## src/rtl/decod_grant_sched_pkg.sv

```systemverilog
// Shared constants, FSM state type and helpers for decod_grant_sched.
package decod_grant_sched_pkg;

    localparam int unsigned N_REQ = 16;
    localparam int unsigned IDX_W = 4;

    typedef enum logic [1:0] {
        IDLE  = 2'd0,
        GRANT = 2'd1,
        GAP   = 2'd2
    } state_t;

    function automatic logic [N_REQ-1:0] idx_to_onehot(input logic [IDX_W-1:0] idx);
        logic [N_REQ-1:0] oh;
        oh      = '0;
        oh[idx] = 1'b1;
        return oh;
    endfunction

endpackage

```

## src/rtl/decod_grant_sched_rr_pick.sv

```systemverilog
// Combinational round-robin picker: lowest set request at or above ptr,
// otherwise lowest set request overall (wrap-around).
module rr_pick
    import decod_grant_sched_pkg::*;
(
    input  logic [N_REQ-1:0] req,
    input  logic [IDX_W-1:0] ptr,
    output logic             any,
    output logic [IDX_W-1:0] idx
);

    logic [N_REQ-1:0] w_masked;
    logic             w_found_m;
    logic             w_found_u;
    logic [IDX_W-1:0] w_idx_m;
    logic [IDX_W-1:0] w_idx_u;

    assign w_masked = req & ({N_REQ{1'b1}} << ptr);

    always_comb begin
        w_found_m = 1'b0;
        w_found_u = 1'b0;
        w_idx_m   = '0;
        w_idx_u   = '0;
        for (int unsigned i = 0; i < N_REQ; i++) begin
            if (w_masked[i] && !w_found_m) begin
                w_found_m = 1'b1;
                w_idx_m   = IDX_W'(i);
            end
            if (req[i] && !w_found_u) begin
                w_found_u = 1'b1;
                w_idx_u   = IDX_W'(i);
            end
        end
    end

    assign any = |req;
    assign idx = w_found_m ? w_idx_m : w_idx_u;

endmodule

```

## src/rtl/decod_grant_sched.sv

```systemverilog
// Round-robin grant scheduler driving a 4-to-16 one-hot decoder with a one-cycle gap.
// Optional hold-timeout: define DECOD_GRANT_SCHED_TIMEOUT_EN.
module decod_grant_sched
    import decod_grant_sched_pkg::*;
#(
    parameter int unsigned MAX_HOLD = 64
)
(
    input  logic             clk,
    input  logic             rst,
    input  logic [N_REQ-1:0] req,
    input  logic             done,
    output logic [IDX_W-1:0] sel,
    output logic             en,
    output logic [N_REQ-1:0] gnt_oh,
    output logic             busy,
    output logic             timeout
);

    state_t           r_state;
    state_t           w_state_nxt;
    logic [IDX_W-1:0] r_sel;
    logic [IDX_W-1:0] w_sel_nxt;
    logic [IDX_W-1:0] r_ptr;
    logic [IDX_W-1:0] w_ptr_nxt;
    logic             w_any;
    logic [IDX_W-1:0] w_pick;
    logic             w_expire;
    logic             w_release;

    rr_pick u_pick (
        .req (req),
        .ptr (r_ptr),
        .any (w_any),
        .idx (w_pick)
    );

`ifdef DECOD_GRANT_SCHED_TIMEOUT_EN
    logic [15:0] r_cnt;

    // Counter sits at zero outside GRANT, so it is already cleared on entry.
    always_ff @(posedge clk or posedge rst) begin
        if (rst)
            r_cnt <= '0;
        else if (r_state != GRANT)
            r_cnt <= '0;
        else
            r_cnt <= r_cnt + 16'd1;
    end

    assign w_expire = (r_state == GRANT) && (r_cnt == 16'(MAX_HOLD - 1));
    assign timeout  = w_expire && !done && req[r_sel];
`else
    logic w_unused_hold;
    assign w_unused_hold = (MAX_HOLD > 1);
    assign w_expire      = 1'b0;
    assign timeout       = 1'b0;
`endif

    assign w_release = done || !req[r_sel] || w_expire;

    always_ff @(posedge clk or posedge rst) begin
        if (rst) begin
            r_state <= IDLE;
            r_sel   <= '0;
            r_ptr   <= '0;
        end else begin
            r_state <= w_state_nxt;
            r_sel   <= w_sel_nxt;
            r_ptr   <= w_ptr_nxt;
        end
    end

    always_comb begin
        w_state_nxt = r_state;
        w_sel_nxt   = r_sel;
        w_ptr_nxt   = r_ptr;
        case (r_state)
            IDLE, GAP: begin
                if (w_any) begin
                    w_state_nxt = GRANT;
                    w_sel_nxt   = w_pick;
                end else begin
                    w_state_nxt = IDLE;
                end
            end
            GRANT: begin
                if (w_release) begin
                    w_state_nxt = GAP;
                    w_ptr_nxt   = r_sel + IDX_W'(1);
                end
            end
            default: w_state_nxt = IDLE;
        endcase
    end

    assign sel    = r_sel;
    assign en     = (r_state == GRANT);
    assign busy   = (r_state != IDLE);
    assign gnt_oh = en ? idx_to_onehot(r_sel) : '0;

endmodule

```

## config.mk

```make
export PLATFORM = sky130hd
export DESIGN_NAME = decod_grant_sched
export DESIGN_NICKNAME = d
export VERILOG_FILES = /design/src/rtl/decod_grant_sched_pkg.sv /design/src/rtl/decod_grant_sched_rr_pick.sv /design/src/rtl/decod_grant_sched.sv
export SDC_FILE = /design/constraint.sdc
export NUM_CORES = 1
export LEC_CHECK = 0
export ABC_AREA = 1
export BUFFER_PORTS_ARGS = -buffer_cell sky130_fd_sc_hd__buf_4
export CAP_MARGIN = 5
export CORE_AREA = 2 2 56 58
export CTS_CLUSTER_SIZE = 28
export DETAILED_ROUTE_END_ITERATION = 8
export DIE_AREA = 0 0 58 60
export PLACE_DENSITY = 0.74
export SKIP_LAST_GASP = 1
export SYNTH_ARGS = -nofsm -noshare
export SYNTH_HDL_FRONTEND = slang
export SYNTH_SLANG_ARGS = --single-unit
```

## constraint.sdc

```tcl
create_clock -name clk -period 2 [get_ports clk]
set_clock_uncertainty 0.05 [all_clocks]
set_input_delay 0.2 -clock clk [delete_from_list [all_inputs] [get_ports clk]]
set_output_delay 0.2 -clock clk [all_outputs]
set_load 0.05 [all_outputs]
```

==> run_results.csv <==
group,metric,value,unit
drt,routed-wl-met3,388,um
pwr,peakVddDrop,1.09,mV
timing,setup_slack,0.135,ns
drt,drt-met1-wl,1.63,mm
setup_path,cp_num_cells,5,
clock_network,clk-insertion-delay-late,0.27,ns
timing,whs,0.225,ns
synth,synthTopCellsByArea,"nand2_1, dfrtp_1, nor2_1, inv_1, nand3_1",
status,status,"complete, no violations",
placement,preCtsSetupSlack,0.108,ns
synth,postSynthAreaPerCell,5.67,um2
timing,finalHoldViolCount,0,
drt,wire_per_inst,11.9,um
placement,placedCellCount,320,
placement,io_buffers,40,
setup_path,crit_end,"gnt_oh[11]",
min_path,hp-class,"input pin to flip-flop",
drt,antenna_left,0,
setup_path,cp-startpoint,"sel[0]$_DFFE_PP0P_",
grt,grt_max_degree,14,
synth,synthCells,251,
floorplanning,core,2900,um2
setup_path,endpoint_kind,"output port",
clock_network,cts_setup_buffers,0,
placement,place_area,1760,um2
clock_network,cts_tree,"done",
cells_and_area,fillCellCount,297,
clock_network,root_buffer,"clkbuf_4",
timing,timing.fmax,536,MHz
cells_and_area,antennaDiodeCount,0,
placement,gp_congestion,0.938,
floorplanning,die_h,60,um
timing,finalSetupViolCount,0,
floorplanning,die_w,58,um
drt,drc,0,
cells_and_area,final_common_cell,"nand2_1",
setup_path,worstPathArrival,1.61,ns
setup_path,crit_buf_inv,2,
placement,dpl.hpwl,3.33,mm
setup_path,worstSetupPathType,"flip-flop to output port",
clock_network,clock_path_buffers,2,
setup_path,critPathMaxFanout,13,
setup_path,required,1.75,ns
setup_path,reg2regPathDepth,11,
synth,muxShareOfSynthArea,0,%
setup_path,slowest_stage,"dfrtp_1",
pwr,p_per_area,1250,nW/um2
setup_path,cp_common_cell,"buf_4",
drt,dr.pass1.iters,4,
grt,overflow,0,
synth,synth-compound-area-share,17.9,%
drt,drtIter0Drc,63,
synth,synth_top_area_share,18.5,%
synth,seq_area_frac_synth,17.6,%
setup_path,path_delay_family,"buffers and inverters",
drt,num_vias,1700,
cells_and_area,fin_area,1810,um2
clock_network,h-tree-depth,1,
run,max-cap-violations,0,
setup_path,slowest_delay,0.43,ns
drt,wl,3.85,mm
synth,yosys.area_share.simple,46.9,%
drt,via_per_inst,5.23,
synth,synth_top_family_by_area,"simple AND/OR/NAND/NOR gates",
synth,ys_seq_elements,10,
cells_and_area,stdcell_count,325,
cells_and_area,fin_nets,316,
timing,fin_crit_sh,93.2,%
grt,grt_pass1_vias,1511,
timing,slew_violations,0,
timing,rsz0062_at_grt,"no",
grt,grt_pass1_wl,6.46,mm
cells_and_area,syn_to_final_growth,26.9,%
synth,yosys_warnings,0,
clock_network,cts.sinks,10,
clock_network,cts.clk_slew.worst_paths,0.07,ns
floorplanning,dieArea,3480,um2
setup_path,worstReg2RegStart,"sel[0]$_DFFE_PP0P_",
grt,grt_usage,23.8,%
setup_path,r2r_slack,0.19,ns
synth,synth_top_cell_by_area,"nand2_1",
synth,syn_area,1420,um2
cells_and_area,mostFrequentLayoutCells,"nand2_1, buf_4, nor2_1",
drt,wl_met2,1.78,mm
setup_path,regToRegEndpoint,"r_ptr[3]$_DFFE_PP0P_",
synth,synth_xor_area_share,1.23,%
floorplanning,io_pins,42,
pwr,leakagePower,0.000953,uW
drt,top_layer_used,"met4",
setup_path,cp-start-kind,"flip-flop",
setup_path,crit_chain,"buf_4, ha_1, nand2_1, nor2_2, buf_4",
cells_and_area,layout-drive-gt1-share,27.4,%
synth,synth_nets,274,
synth,synth_fa_ha_area_share,3.51,%
clock_network,cts_inserted_buffers,3,
floorplanning,start_util,49.1,%
floorplanning,num_rows,20,
timing,fin_crit,1.86,ns
synth,synth.distinct_cells,32,
grt,antenna_found_initial,0,
## cell usage after synthesis (all sizes together)
cell type and instances:
nand2 74, nor2 53, inv 38, o21ai 20
nand3 14, a21oi 10, dfrtp 10, o211ai 7
nand4 6, buf 5, ha 4, or2 2
xor2 2, a31oi 1, a41o 1, conb 1
nor3 1, o21bai 1, o31ai 1
## power breakdown
group,total [uW],leakage [uW],switching (uW),internal [uW]
Combinational,1620,0.000808,1120,498
Clock,183,0.0000210,72.2,111
Sequential,447,0.000125,150,297
## stage by stage
stage                     TNS, ns  power [uW]  utilization (%)
after global routing            0        2450             62.2
after CTS                       0        2240             62.2
final                           0        2250             62.2
after floorplan             -1.00        1660                -
after global placement          0        2060             60.6
after detailed placement        0        2060             60.6
## layer usage
layer  up-vias  GRT usage (%)
met2        80           38.8
met3         6           7.36
li1        878              -
met5         -              0
met4         0           5.65
met1       736           30.7
## timing repair
item                                    CTS  global route
endpoints found under the setup margin    0            12
endpoints found under the hold margin    10             0
gates resized for setup                   0             1
hold buffers                              1             0
## worst min path at each step
stage	startpoint	slack [ns]	cells after the start	endpoint
3_5_place_dp	rst	0.15	2	sel[0]$_DFFE_PP0P_
4_1_cts	done	0.22	3	r_state[0]$_DFFE_PP0P_
6_report	done	0.22	3	r_state[0]$_DFFE_PP0P_
5_1_grt	done	0.24	3	r_state[0]$_DFFE_PP0P_
2_1_floorplan	rst	-0.01	1	r_ptr[0]$_DFFE_PP0P_
3_3_place_gp	rst	0.15	2	r_ptr[2]$_DFFE_PP0P_
## kinds of logic after synthesis
group,after synthesis
compound gates,41
xor+xnor,2
fa+ha+maj,4
buf+inv,43
flops,10
other cells,1
simple gates,150
## worst reg2reg max path, delay by kind of cell, from the launching register on
| family | cells | cell delay (ns) |
|---|---|---|
| and+or+nand+nor | 6 | 0.52 |
| buffers and inverters | 1 | 0.24 |
| DFF | 1 | 0.43 |
| AOI/OAI and AO/OA | 4 | 0.49 |
## registers in the layout, summed over array words and instances (netlist names)
name and flops:
sel 4, r_ptr 4, r_state 2
## final cells by class
cell class                      instances  area, um2  share of cell area (%)
Clock buffer                            4       36.3                    2.01
Inverter                               38        143                    7.89
Multi-Input combinational cell        198       1020                    56.3
Sequential cell                        10        251                    13.9
Tap cell                               33       41.3                    2.29
Timing Repair Buffer                   42        318                    17.6
Note: power is estimated with default switching activity, not from simulation.
